--- config.mk ---
export PLATFORM = sky130hd
export DESIGN_NAME = ds_result_writer
export DESIGN_NICKNAME = d
export VERILOG_FILES = /design/src/rtl/ds_result_writer.sv
export SDC_FILE = /design/constraint.sdc
export NUM_CORES = 1
export LEC_CHECK = 0
export ABC_AREA = 1
export BUFFER_PORTS_ARGS = -buffer_cell sky130_fd_sc_hd__buf_2
export CORE_AREA = 2 2 50 52
export CTS_BUF_LIST = sky130_fd_sc_hd__clkbuf_8
export CTS_CLUSTER_DIAMETER = 50
export DETAILED_ROUTE_END_ITERATION = 8
export DIE_AREA = 0 0 52 54
export PLACE_DENSITY = 0.69
export SLEW_MARGIN = 10
export SYNTH_ARGS = -nofsm -noshare
export SYNTH_HDL_FRONTEND = slang
export SYNTH_SLANG_ARGS = --single-unit
--- constraint.sdc ---
create_clock -name clk -period 1.05 [get_ports clk]
set_input_delay 0.1575 -clock clk [delete_from_list [all_inputs] [get_ports clk]]
set_output_delay 0.1575 -clock clk [all_outputs]
set_load 0.05 [all_outputs]
--- src/rtl/ds_result_writer.sv ---
// Result write-back stage: accepts averaged kernel results and writes them as raster-ordered pixels.
// Optional SAT_CLAMP_EN: saturate oversized results to all ones and count them on sat_cnt.
module ds_result_writer #(
    parameter int OUT_W  = 4,
    parameter int OUT_H  = 4,
    parameter int ADDR_W = 4,
    parameter int DATA_W = 16,
    parameter int PIX_W  = 8
) (
    input  logic              clk,
    input  logic              rst_n,
    input  logic              start,
    input  logic              res_valid,
    input  logic [DATA_W-1:0] res_data,
    output logic              res_ready,
    output logic              mem_we,
    output logic [ADDR_W-1:0] mem_addr,
    output logic [PIX_W-1:0]  mem_wdata,
    output logic              busy,
    output logic              done
`ifdef SAT_CLAMP_EN
    ,
    output logic [ADDR_W:0]   sat_cnt
`endif
);

    // state  | meaning
    // IDLE   | waiting for start, inputs ignored
    // ACCEPT | res_ready high, waiting for a result handshake
    // WRITE  | one-cycle memory write of the latched pixel
    // DONE   | one-cycle done pulse, raster position cleared
    typedef enum logic [1:0] {IDLE, ACCEPT, WRITE, DONE} state_t;

    localparam int CW = (OUT_W > 1) ? $clog2(OUT_W) : 1;
    localparam int RW = (OUT_H > 1) ? $clog2(OUT_H) : 1;

    state_t            state, state_nxt;
    logic [CW-1:0]     col;
    logic [RW-1:0]     row;
    logic              col_end, last_pix, hs;
    logic [ADDR_W-1:0] addr_cur;
    logic [PIX_W-1:0]  pix;
    logic              ovf;

    assign col_end  = (col == CW'(OUT_W - 1));
    assign last_pix = col_end && (row == RW'(OUT_H - 1));
    assign addr_cur = ADDR_W'(32'(row) * OUT_W + 32'(col));
    assign hs       = res_valid && res_ready;
    assign ovf      = |res_data[DATA_W-1:PIX_W];

`ifdef SAT_CLAMP_EN
    assign pix = ovf ? {PIX_W{1'b1}} : res_data[PIX_W-1:0];
`else
    logic unused_ovf;
    assign unused_ovf = ovf;
    assign pix = res_data[PIX_W-1:0];
`endif

    always_ff @(posedge clk or negedge rst_n) begin
        if (!rst_n) state <= IDLE;
        else        state <= state_nxt;
    end

    always_comb begin
        state_nxt = state;
        res_ready = 1'b0;
        mem_we    = 1'b0;
        busy      = 1'b0;
        done      = 1'b0;
        case (state)
            IDLE: begin
                if (start) state_nxt = ACCEPT;
            end
            ACCEPT: begin
                res_ready = 1'b1;
                busy      = 1'b1;
                if (res_valid) state_nxt = WRITE;
            end
            WRITE: begin
                mem_we    = 1'b1;
                busy      = 1'b1;
                state_nxt = last_pix ? DONE : ACCEPT;
            end
            DONE: begin
                done      = 1'b1;
                state_nxt = IDLE;
            end
            default: state_nxt = IDLE;
        endcase
    end

    // Address and data are captured at the handshake so they hold steady between writes.
    always_ff @(posedge clk or negedge rst_n) begin
        if (!rst_n) begin
            col       <= '0;
            row       <= '0;
            mem_addr  <= '0;
            mem_wdata <= '0;
        end else begin
            if (hs) begin
                mem_addr  <= addr_cur;
                mem_wdata <= pix;
            end
            if (state == WRITE && !last_pix) begin
                if (col_end) begin
                    col <= '0;
                    row <= row + 1'b1;
                end else begin
                    col <= col + 1'b1;
                end
            end
            if (state == DONE) begin
                col <= '0;
                row <= '0;
            end
        end
    end

`ifdef SAT_CLAMP_EN
    always_ff @(posedge clk or negedge rst_n) begin
        if (!rst_n)                     sat_cnt <= '0;
        else if (state == IDLE && start) sat_cnt <= '0;
        else if (hs && ovf)             sat_cnt <= sat_cnt + 1'b1;
    end
`endif

endmodule
Word level (Yosys, flattened, before mapping)
Index checks and enable logic that the tools add are counted.
{"block": "classes", "n_mux": 14, "reduce_logical": 10, "add_sub_neg": 3, "shifts": 0, "n_bitwise": 0, "div": 0, "n_eq_ne": 7, "magnitude_cmp": 0, "multipliers": 0}
{"op": "2-to-1 mux 2 bit", "count": 9}
{"op": "== test 2 bit, second input constant", "count": 4}
{"op": "one-hot mux 2 bit (4 select lines)", "count": 1}
{"op": "adder 2 x 1 -> 2 bit, second input constant", "count": 2}
{"op": "adder 4 x 2 -> 4 bit", "count": 1}
{"op": "2-to-1 mux 1 bit", "count": 4}
{"op": "inequality test 2 bit, second input constant", "count": 2}
{"op": "AND reduction 2 bit", "count": 2}
{"op": "nonzero test 2 bit", "count": 2}
{"op": "logical AND 1 bit", "count": 3}
{"op": "== test 2 x 1 -> 1 bit, second input constant", "count": 1}
{"op": "zero test 2 bit", "count": 1}
{"op": "OR reduction 2 bit", "count": 1}
{"op": "zero test 1 bit", "count": 1}
{"block": "word_totals", "input_bits": 20, "mem_bits_ro": 0, "elab_cells": 39, "regBits": 18, "mem_count": 0, "latchBits": 0, "ram_bits": 0}

Depth between registers and ports, before layout
Gate-level depths: netlist (run 1).
{"block": "depth", "ltp_word": 6, "mapped_depth": 7}

Worst setup path after synthesis (run 1)
No wires, ideal clock.
{"block": "synth_timing", "path_kind": "reg2reg", "startpoint": "register state[1]", "endpoint": "register mem_addr[1]", "setup_time_ns": 0.119, "arrival_ns": 1.410, "n_path_buf": 1, "slack_ns": -0.479, "period_less_slack_ns": 1.529, "path_stages_with_launch": 7, "cell_sequence": "dfrtp_1 -> inv_1 -> ha_1 -> nand2_2 -> buf_6 -> nand2_1 -> nand2_1"}
{"block": "synth_between", "elab_chain_cells": 3}
{"item": "start, declared", "line_no": "37", "rtl": "state_t state, state_nxt;"}
{"item": "start signal, assigned", "line_no": "61", "rtl": "else state <= state_nxt;"}
{"item": "== test 2 x 1 -> 1 bit", "line_no": "70", "rtl": "case (state)"}
{"item": "2-to-1 mux 1 bit", "line_no": "70"}
{"item": "via res_ready", "line_no": "15", "rtl": "output logic res_ready,"}
{"item": "logical AND 1 bit", "line_no": "48", "rtl": "assign hs = res_valid && res_ready;"}
{"item": "end signal, assigned", "line_no": "101", "rtl": "mem_addr <= addr_cur;"}
{"item": "end, declared", "line_no": "17", "rtl": "output logic [ADDR_W-1:0] mem_addr,"}
The timed path passes the listed nets, and every way through them passes these cells.
A chain may end at the register's enable or synchronous reset.

Worst setup path in the final report (run 1)
{"block": "layout_timing", "startpoint": "register state[1]", "endpoint": "output mem_we"}
{"block": "layout_between", "elab_chain_cells": 2}
{"item": "== test 2 bit", "line_no": "70"}
{"item": "2-to-1 mux 1 bit", "line_no": "70"}
{"item": "end, declared", "line_no": "16", "rtl": "output logic mem_we,"}
No other way between the ends.

==> results.env, run 1 <==
STATUS='complete, but fails checks'
FAILED_CHECKS='negative setup slack'
ANTENNA_FOUND_INITIAL=0
WL_MET1_UM=895
FIRST_PASS_ITERS=4
POWERDENSITY_nW_PER_UM2=3560
POST_DRT_VIA_CELL_RATIO=4.84
CRIT_SLOWEST_CELL='sky130_fd_sc_hd__dfrtp_2'
CLOCK_TREE.ROOT_CELL='sky130_fd_sc_hd__clkbuf_8'
DRT.ANTENNA.VIOLATING_NETS=0
TIMING.CRITICAL_PATH.CELLS='buf_6 -> ha_4 -> buf_8'
FINALSETUPVIOLATIONS=22
CLK_PIN_SLEW_PS=70
P_TOTAL_mW=5.57
SYNTH-SEQ-CELLS=18
TIMING.FINAL.CRIT_SHARE_PCT=126
PLACE_CONGESTION=0.711
SYNTH_AREA_SQ_UM=863
MET3_WL_UM=100
VIAS=852
FINAL_PERIOD_MINUS_WORST_SETUP_SLACK_PS=1320
N_FILL_CELL=174
CP_MAX_FO=4
DP_HPWL_MM=1.41
PLACEMENTROWS=18
NETLIST.AREA_LEADER.SHARE_PCT=52.2
CRITICAL_PATH_CLASS='flip-flop to output port'
WORSTSKEWPAIRLATENCY_PS=250
FINAL_MAX_SLEW_VIOL_COUNT=0
GRT_START_MAX_NET_PINS=19
NUM_IO_PINS=36
GRT_SETUP_UNREPAIRED='yes'
LEAKAGE_nW=0.761
SYNTH_MOST_COMMON_CELL='sky130_fd_sc_hd__nand2_1'
GRT_PASS1_WL_MM=3.79
TRACK_USAGE_PCT=18.5
SYNTH_CELLS=100
PORTBUFFERS=27
CLOCK_TREE.HTREE_LEVEL_COUNT=1
DIE_WIDTH_UM=52
CRITICAL_PATH.N_BUFFERS_INVERTERS=2
FINAL.SETUP.WORST_SLACK_PS=-269
YOSYS.CELL_TYPES.COUNT=12
EFFECTIVE_UTILIZATION_AT_FLOORPLAN_PCT=37.2
DIE_HEIGHT_UM=54
POST_SYNTH.CELL_AREA_AVG_SQ_UM=8.63
MAXIMUM_CLOCK_FREQUENCY_MHz=758
CTS_BUFFERS=3
DR.FIRST_ITER.DRC_COUNT=11
FINAL-HOLD-VIOLATION-COUNT=0
POST_ROUTE_CELLS_DRIVE_ABOVE_1_SHARE_PCT=61.6
WORST_EP_REQUIRED_TIME_PS=890
GLOBALROUTEOVERFLOWTOTAL=0
INSERTEDDIODECOUNT=0
MULTI_INPUT_AREA_SQ_UM=607
SLEW_HEADROOM_PCT=72.5
SYNTH_WARNINGS=0
NUMBER_OF_MAXIMUM_CAPACITANCE_VIOLATIONS=0
LARGEST_BUFFER_COUNT_ON_ANY_CLOCK_PATH=2
POST_SYNTH_TOP_AREA_CELL='sky130_fd_sc_hd__dfrtp_1'
SLOWEST_DELAY_PS=460
POST_SYNTH_EDFFS=0
WIRE_PER_INST_UM=13.1
SYNTH_FP_NETS=126
AREA.GROWTH.SYNTH_TO_FINAL_PCT=81.2
ASYNC_RESET_FF_SHARE_PCT=100
CRITICAL_PATH.TOP_DELAY_FAMILY='flip-flops'
PLACED_CELLS_INCL_TAPS=163
ROUTE.MET2.WL_MM=1.31
LAYOUTNONFILLERINSTCOUNT=176
CTS_TREE='built'
SYNTH_COMMONEST_CELLS='sky130_fd_sc_hd__nand2_1 (37), sky130_fd_sc_hd__dfrtp_1 (18), sky130_fd_sc_hd__nand3_1 (16)'
TOTALWIRELENGTH_MM=2.30
SKEW_PS=4.08
WORST_SETUP_PATH_START_KIND='flip-flop'
YOSYS_MOST_USED_DFF='sky130_fd_sc_hd__dfrtp_1'
WORST_EP_ARRIVAL_PS=1160
COUNT_OF_CLOCK_TREE_SINKS=18
TIGHTESTPINTRANSITION_PS=412
WORST_VDD_DROP_mV=2.13
NETLIST_TOP_CELLS_AREA='sky130_fd_sc_hd__dfrtp_1 (52%), sky130_fd_sc_hd__nand2_1 (16%), sky130_fd_sc_hd__nand3_1 (9.3%), sky130_fd_sc_hd__ha_1 (8.7%), sky130_fd_sc_hd__inv_1 (3.5%)'
DIE_AREA_SQ_UM=2810
ROUTE.TOP_LAYER_USED='met3'
HOLD_CLASS='primary input to flip-flop'
FP.COREAREA_SQ_UM=2320
CRITPATHCAPTURETYPE='output port'
DRC_ERRORS=0
SEQ_AREA_FRAC_SYNTH_PCT=52.2
AREA_OCCUPIED_BY_REGISTERS_SQ_UM=453
GRT_PASS1_VIAS=866
FINISH.NET_COUNT=174
-- sequential cells by signal, indices dropped and copies added (netlist names) --
register / cells
row: 2
col: 2
state: 2
mem_wdata: 8
mem_addr: 4
-- cells by family (layout without fill, tap and decap cells) --
logic type | Yosys count | count (layout) | share of synthesized area [%]
flops | 18 | 18 | 52.2
compound gates | 4 | 4 | 2.32
buf+inv | 11 | 56 | 6.52
fa+ha+maj | 6 | 6 | 8.70
simple gates | 61 | 62 | 30.3
-- layer usage --
layer	track usage, %	vias to the layer above
li1	-	416
met1	20.2	413
met2	36.7	23
met3	2.78	0
met4	5.26	0
met5	0	-
-- worst register-to-register path, cell delays in order, from the launching register on --
cell	delay [ps]
sky130_fd_sc_hd__dfrtp_2	450
sky130_fd_sc_hd__buf_12	140
sky130_fd_sc_hd__ha_4	170
sky130_fd_sc_hd__buf_12	150
sky130_fd_sc_hd__buf_12	130
sky130_fd_sc_hd__nand2_8	80
sky130_fd_sc_hd__nand2_1	60
sky130_fd_sc_hd__nand2_1	60
-- cell type report --
| cell class | instances | share of cell area, % |
|---|---|---|
| Multi-Input combinational cell | 72 | 38.8 |
| Inverter | 8 | 2.40 |
| Timing Repair Buffer | 45 | 24.8 |
| Tap cell | 30 | 2.40 |
| Sequential cell | 18 | 29.0 |
| Clock buffer | 3 | 2.64 |
-- what timing repair did --
action | 4_1_cts | 5_1_grt
pin swaps | 18 | 8
endpoints found under the setup margin | 22 | 22
gates cloned | 1 | 0
gates resized for setup | 50 | 22
setup buffers | 6 | 2
endpoints found under the hold margin | 18 | 0
hold buffers | 1 | 0
-- worst paths after layout --
| path | start | depth (start not counted) | endpoint | slack (ps) |
|---|---|---|---|---|
| worst min register to register | mem_wdata[1] | 2 | mem_wdata[1] | 470 |
| worst max-delay path | state[1] | 3 | mem_we | -270 |
| worst min-delay path | res_data[7] | 3 | mem_wdata[7] | 140 |
| min in group asynchronous | rst_n | 2 | col[1] | 370 |
| max in group asynchronous | rst_n | 2 | state[1] | 360 |
| worst max register to register | state[0] | 7 | mem_wdata[7] | -230 |
-- placed cells by master (no fill, tap or decap), drive strengths merged --
master	synthesis	layout
dfrtp	18	18
clkbuf	0	6
ha	6	6
buf	3	41
dlygate4sd3	0	1
o21ai	4	4
nand2	40	41
nand4	2	2
nor2	3	3
inv	8	8
nand3	16	16
-- where the power goes --
| part | total [mW] | internal, mW | switching, mW |
|---|---|---|---|
| Sequential | 1.22 | 1.01 | 0.217 |
| Clock | 0.464 | 0.254 | 0.210 |
| Combinational | 3.89 | 1.56 | 2.32 |
-- stage by stage --
| step | util, % | cell area, sq um | hold WS (ps) | setup slack, ps | TNS (ps) |
|---|---|---|---|---|---|
| final | 67.4 | 1560 | 140 | -269 | -4820 |
| after CTS | 62.6 | 1450 | 138 | -276 | -4350 |
| after detailed placement | 48.6 | 1130 | 112 | -183 | -1520 |
| after global routing | 67.4 | 1560 | 148 | -296 | -5680 |
| after global placement | 48.6 | 1130 | 115 | -150 | -891 |
| after floorplan | - | 913 | -138 | -165 | -2360 |
Power figures use the tool's default switching activity.
==> run 2: changes to the inputs <==
- CTS_BUF_LIST: sky130_fd_sc_hd__clkbuf_8 -> sky130_fd_sc_hd__clkbuf_16
- GPL_TIMING_DRIVEN: unset -> 0
- PLACE_DENSITY: 0.69 -> 0.66
- clock period: 1.05 -> 1.7 ns (I/O delays scaled with it)
==> results.env, run 2 (synthesis gave the netlist of run 1 again) <==
STATUS='completed'
MET3_WL_UM=132
SLEW_HEADROOM_PCT=72.8
REG.LARGEST.LIST='mem_wdata: 8 flops, mem_addr: 4 flops'
LARGEST_BUFFER_COUNT_ON_ANY_CLOCK_PATH=2
NUM_IO_PINS=36
POWERDENSITY_nW_PER_UM2=2330
WORSTHOLDPATHCELLS=3
PLACED_CELLS_INCL_TAPS=157
WIRE_PER_INST_UM=11.0
FIRST_PASS_ITERS=4
WORST_EP_REQUIRED_TIME_PS=1440
GLOBALROUTEOVERFLOWTOTAL=0
WORSTSKEWPAIRLATENCY_PS=240
WL_MET1_UM=810
N_FILL_CELL=225
WORST_EP_ARRIVAL_PS=1360
FP.COREAREA_SQ_UM=2320
HOLD_CLASS='primary input to flip-flop'
SUM_OF_NEGATIVE_SETUP_SLACK_PS=0
FINAL_PERIOD_MINUS_WORST_SETUP_SLACK_PS=1620
REGTOREGENDPOINT='row[0]'
TIMING.CRITICAL_PATH.CELLS='inv_1 -> ha_1 -> buf_2'
REG2REGPATHDEPTH=7
FINAL-HOLD-VIOLATION-COUNT=0
WORST_SETUP_PATH_START_KIND='flip-flop'
CRITICAL_PATH_CLASS='flip-flop to output port'
DRT.ANTENNA.VIOLATING_NETS=0
CTS_TREE='built'
LAYOUTNONFILLERINSTCOUNT=162
TIGHTESTPINTRANSITION_PS=408
HOLD_WS_PS=248
VIAS=756
FF2FF_SETUP_SLACK_PS=410
GRT_SETUP_UNREPAIRED='no'
DP_HPWL_MM=1.31
SLOWEST_DELAY_PS=420
FINISH.NET_COUNT=159
DR.FIRST_ITER.DRC_COUNT=17
DIE_HEIGHT_UM=54
SKEW_PS=3.84
GRT_PASS1_WL_MM=2.95
EFFECTIVE_UTILIZATION_AT_FLOORPLAN_PCT=37.2
FINAL_MAX_SLEW_VIOL_COUNT=0
POST_ROUTE_CELLS_DRIVE_ABOVE_1_SHARE_PCT=27.3
ANTENNA_FOUND_INITIAL=0
FINALSETUPVIOLATIONS=0
CTS_HOLD_FIX_BUFS=1
MAX_REG_FLOPS=8
DIE_AREA_SQ_UM=2810
HOLD_START='res_data[6]'
MAXIMUM_CLOCK_FREQUENCY_MHz=619
CLOCK_TREE.HTREE_LEVEL_COUNT=1
CLOCK_TREE.ROOT_CELL='sky130_fd_sc_hd__clkbuf_16'
PORTBUFFERS=27
MOST_FLOP_HEAVY_REGISTER='mem_wdata'
CRITPATHCAPTURETYPE='output port'
CRIT_SLOWEST_CELL='sky130_fd_sc_hd__dfrtp_1'
GRT_START_MAX_NET_PINS=19
DIE_WIDTH_UM=52
POST_DRT_VIA_CELL_RATIO=4.67
LAYOUT_COMMONEST_CELL='sky130_fd_sc_hd__nand2_1'
ROUTE.TOP_LAYER_USED='met4'
DRC_ERRORS=0
NUMBER_OF_MAXIMUM_CAPACITANCE_VIOLATIONS=0
GRT_PASS1_VIAS=706
ROUTE.MET2.WL_UM=833
P_TOTAL_mW=2.62
CTS_BUFFERS=3
POSTCTSSETUPREPAIRBUFS=0
CLK_PIN_SLEW_PS=50
PLACEMENTROWS=18
MIN_TO='mem_wdata[6]'
MOSTFREQUENTLAYOUTCELLS='sky130_fd_sc_hd__nand2_1 (37), sky130_fd_sc_hd__buf_2 (27), sky130_fd_sc_hd__dfrtp_1 (18), sky130_fd_sc_hd__nand3_1 (16), sky130_fd_sc_hd__inv_1 (8)'
WORST_VDD_DROP_mV=1.06
TIMING.FINAL.CRIT_SHARE_PCT=95.1
LEAKAGE_nW=0.651
CP_MAX_FO=5
COUNT_OF_CLOCK_TREE_SINKS=18
PLACE_CONGESTION=0.716
INSERTEDDIODECOUNT=0
TRACK_USAGE_PCT=14.2
AREA.GROWTH.SYNTH_TO_FINAL_PCT=30.3
CTS_RESIZED=0
TOTALWIRELENGTH_MM=1.79
RR_STARTPOINT='state[0]'
run 2: cell count changes in the layout (fill, tap and decap cells not counted), moves of 4 or more:
| cell | before | now |
|---|---|---|
| sky130_fd_sc_hd__nand2_1 | 25 | 37 |
| sky130_fd_sc_hd__buf_2 | 19 | 27 |
| sky130_fd_sc_hd__buf_4 | 9 | 2 |
| sky130_fd_sc_hd__nand3_1 | 1 | 16 |
| sky130_fd_sc_hd__ha_1 | 2 | 6 |
| sky130_fd_sc_hd__buf_12 | 4 | 0 |
| sky130_fd_sc_hd__nand2_2 | 10 | 3 |
| sky130_fd_sc_hd__ha_4 | 4 | 0 |
| sky130_fd_sc_hd__nand3_2 | 12 | 0 |
| sky130_fd_sc_hd__buf_6 | 6 | 1 |
run 2: report_power, final:
part | leakage, nW | switching, mW | internal, mW
sequential | 0.229 | 0.117 | 0.618
clock | 0.0385 | 0.147 | 0.312
combinational | 0.383 | 1.07 | 0.357
run 2: stage by stage:
stage	util (%)	setup WS, ps	area [sq um]
final	48.5	83.6	1120
after global routing	48.5	17.3	1120
after CTS	48.5	77.7	1120
after detailed placement	44.7	341	1040
after global placement	44.7	391	1040
after floorplan	-	171	863
run 2: area by class of cell:
cell class | instances | area [sq um] | share of cell area (%)
tap | 30 | 37.5 | 3.34
clock buffer | 3 | 75.1 | 6.67
inverter | 8 | 30.0 | 2.67
sequential | 18 | 450 | 40.0
clock inverter | 1 | 3.75 | 0.334
multi-input combinational | 71 | 357 | 31.7
timing repair buffer | 28 | 145 | 12.9
buffer | 3 | 26.3 | 2.34
run 2: how the worst max path moves through the flow:
stage	depth (start not counted)	to	startpoint	slack, ps
final	3	mem_we	state[0]	80
after CTS	3	mem_we	state[0]	80
after detailed placement	3	mem_we	state[0]	340
after global routing	3	mem_we	state[0]	20
after global placement	3	res_ready	state[1]	390
after floorplan	6	mem_addr[1]	state[1]	170
run 2: metal layers:
metal	track usage [%]	vias to the layer above
met1	17.7	343
met5	0	-
li1	-	385
met3	2.50	2
met4	6.58	0
met2	23.8	26
run 2: critical path, delay by kind of cell (launching register included):
family / cells / cell delay [ps]
flops: 1 / 420
buf+inv: 2 / 420
fa+ha+maj: 1 / 280
==> run 3: changes to the inputs <==
- BUFFER_PORTS_ARGS: -buffer_cell sky130_fd_sc_hd__buf_2 -> -buffer_cell sky130_fd_sc_hd__buf_4
- PLACE_DENSITY: 0.66 -> unset
- PLACE_DENSITY_LB_ADDON: unset -> 0.15
- SKIP_CTS_REPAIR_TIMING: unset -> 1
==> results.env, run 3 (synthesis gave the netlist of run 1 again) <==
HOLD_START='res_data[3]'
DR.FIRST_ITER.DRC_COUNT=13
AREA.GROWTH.SYNTH_TO_FINAL_PCT=38.1
CRITICAL_PATH_CLASS='flip-flop to output port'
GRT_PASS1_VIAS=708
TOTALWIRELENGTH_MM=1.79
DPL_CELL_AREA_SQ_UM=1100
DIE_WIDTH_UM=52
DIE_HEIGHT_UM=54
GRT_SETUP_UNREPAIRED='no'
CTS_BUFFERS=3
WORST_SETUP_PATH_STARTPOINT='state[0]'
CP_MAX_FO=5
SUM_OF_NEGATIVE_SETUP_SLACK_PS=0
GRT_PASS1_WL_MM=2.94
VIAS=760
DP_SLACK_PS=445
WORST_VDD_DROP_mV=1.46
PORTBUFFERS=27
FINALSETUPVIOLATIONS=0
FINISH.NET_COUNT=159
SKEW_PS=4.46
POST_ROUTE_CELLS_DRIVE_ABOVE_1_SHARE_PCT=27.3
MAX_REG_FLOPS=8
WIRE_PER_INST_UM=11.1
EFFECTIVE_UTILIZATION_AT_FLOORPLAN_PCT=37.2
PLACEMENTROWS=18
PLACED_CELLS_INCL_TAPS=157
POST_DRT_VIA_CELL_RATIO=4.69
TIGHTESTPINTRANSITION_PS=227
TIMING.FINAL.CRIT_SHARE_PCT=89.6
LAYOUTNONFILLERINSTCOUNT=162
FINAL_PERIOD_MINUS_WORST_SETUP_SLACK_PS=1520
STATUS='completed'
FINAL_UTIL_PCT=51.4
SLEW_HEADROOM_PCT=84.9
FINAL-HOLD-VIOLATION-COUNT=0
PLACE_CONGESTION=0.713
GLOBALROUTEOVERFLOWTOTAL=0
CLK_PIN_SLEW_PS=50
FIRST_PASS_ITERS=4
WORST_SETUP_PATH_START_KIND='flip-flop'
DRT.ANTENNA.VIOLATING_NETS=0
LAYOUT_COMMONEST_CELL='sky130_fd_sc_hd__nand2_1'
GRT_START_MAX_NET_PINS=19
HOLD_CLASS='primary input to flip-flop'
MOST_FLOP_HEAVY_REGISTER='mem_wdata'
CRITPATHCAPTURETYPE='output port'
CLOCK_TREE.ROOT_CELL='sky130_fd_sc_hd__clkbuf_16'
HOLD_WS_PS=241
LEAKAGE_nW=0.667
MAXIMUM_CLOCK_FREQUENCY_MHz=657
RR_STARTPOINT='state[0]'
NUMBER_OF_MAXIMUM_CAPACITANCE_VIOLATIONS=0
INSERTEDDIODECOUNT=0
ANTENNA_FOUND_INITIAL=0
DRC_ERRORS=0
FP.COREAREA_SQ_UM=2320
FINAL_CELL_AREA_SQ_UM=1190
LARGEST_BUFFER_COUNT_ON_ANY_CLOCK_PATH=2
REG.LARGEST.LIST='mem_wdata: 8 flops, mem_addr: 4 flops'
COUNT_OF_CLOCK_TREE_SINKS=18
POWERDENSITY_nW_PER_UM2=2300
WORST_EP_REQUIRED_TIME_PS=1440
NUM_IO_PINS=36
CLOCK_TREE.HTREE_LEVEL_COUNT=1
MOSTFREQUENTLAYOUTCELLS='sky130_fd_sc_hd__nand2_1 (37), sky130_fd_sc_hd__buf_4 (29), sky130_fd_sc_hd__dfrtp_1 (18), sky130_fd_sc_hd__nand3_1 (16), sky130_fd_sc_hd__inv_1 (8)'
FINAL.SETUP.WORST_SLACK_PS=178
DIE_AREA_SQ_UM=2810
P_TOTAL_mW=2.74
CTS_TREE='built'
WORSTSKEWPAIRLATENCY_PS=250
TRACK_USAGE_PCT=14.5
DP_HPWL_MM=1.27
FINAL_MAX_SLEW_VIOL_COUNT=0
WORST_EP_ARRIVAL_PS=1270
==> run 3: cell counts in the layout (fill, tap and decap cells not counted) <==
Identical to the previous run, type by type.
==> run 3: final cells by class <==
type / instances / area (sq um)
fillers: 228 / 1130
flip-flops and latches: 18 / 450
multi-input cells: 71 / 357
repair buffers: 28 / 213
clock buffers: 3 / 75.1
well taps: 30 / 37.5
inverters: 8 / 30.0
plain buffers: 3 / 26.3
clock inverters: 1 / 3.75
==> run 3: final timing paths <==
kind / endpoint / slack [ps] / cells after the start
min: mem_wdata[3] / 240 / 3
min in group asynchronous: state[1] / 410 / 2
max in group asynchronous: mem_wdata[4] / 1100 / 2
min reg2reg: mem_wdata[0] / 470 / 2
max: mem_we / 180 / 3
max reg2reg: row[0] / 440 / 7
==> run 3: report_power, final <==
group | total, mW | internal, mW | switching, mW
Combinational | 1.53 | 0.468 | 1.07
Sequential | 0.742 | 0.619 | 0.124
Clock | 0.468 | 0.313 | 0.156
==> run 3: worst max-delay path, stage by stage (launching register included) <==
cell and delay [ps]:
sky130_fd_sc_hd__dfrtp_1 430, sky130_fd_sc_hd__inv_1 100, sky130_fd_sc_hd__ha_1 260, sky130_fd_sc_hd__buf_4 240
==> run 3: metal layers <==
layer / part of all wire, % / wire [um] / global-route usage (%) / up-vias
li1: - / - / - / 382
met1: 45 / 802 / 16.3 / 348
met2: 46 / 830 / 25.7 / 25
met3: 6.6 / 118 / 2.78 / 5
met4: 2.3 / 42 / 7.89 / 0
met5: 0 / 0 / 0 / -
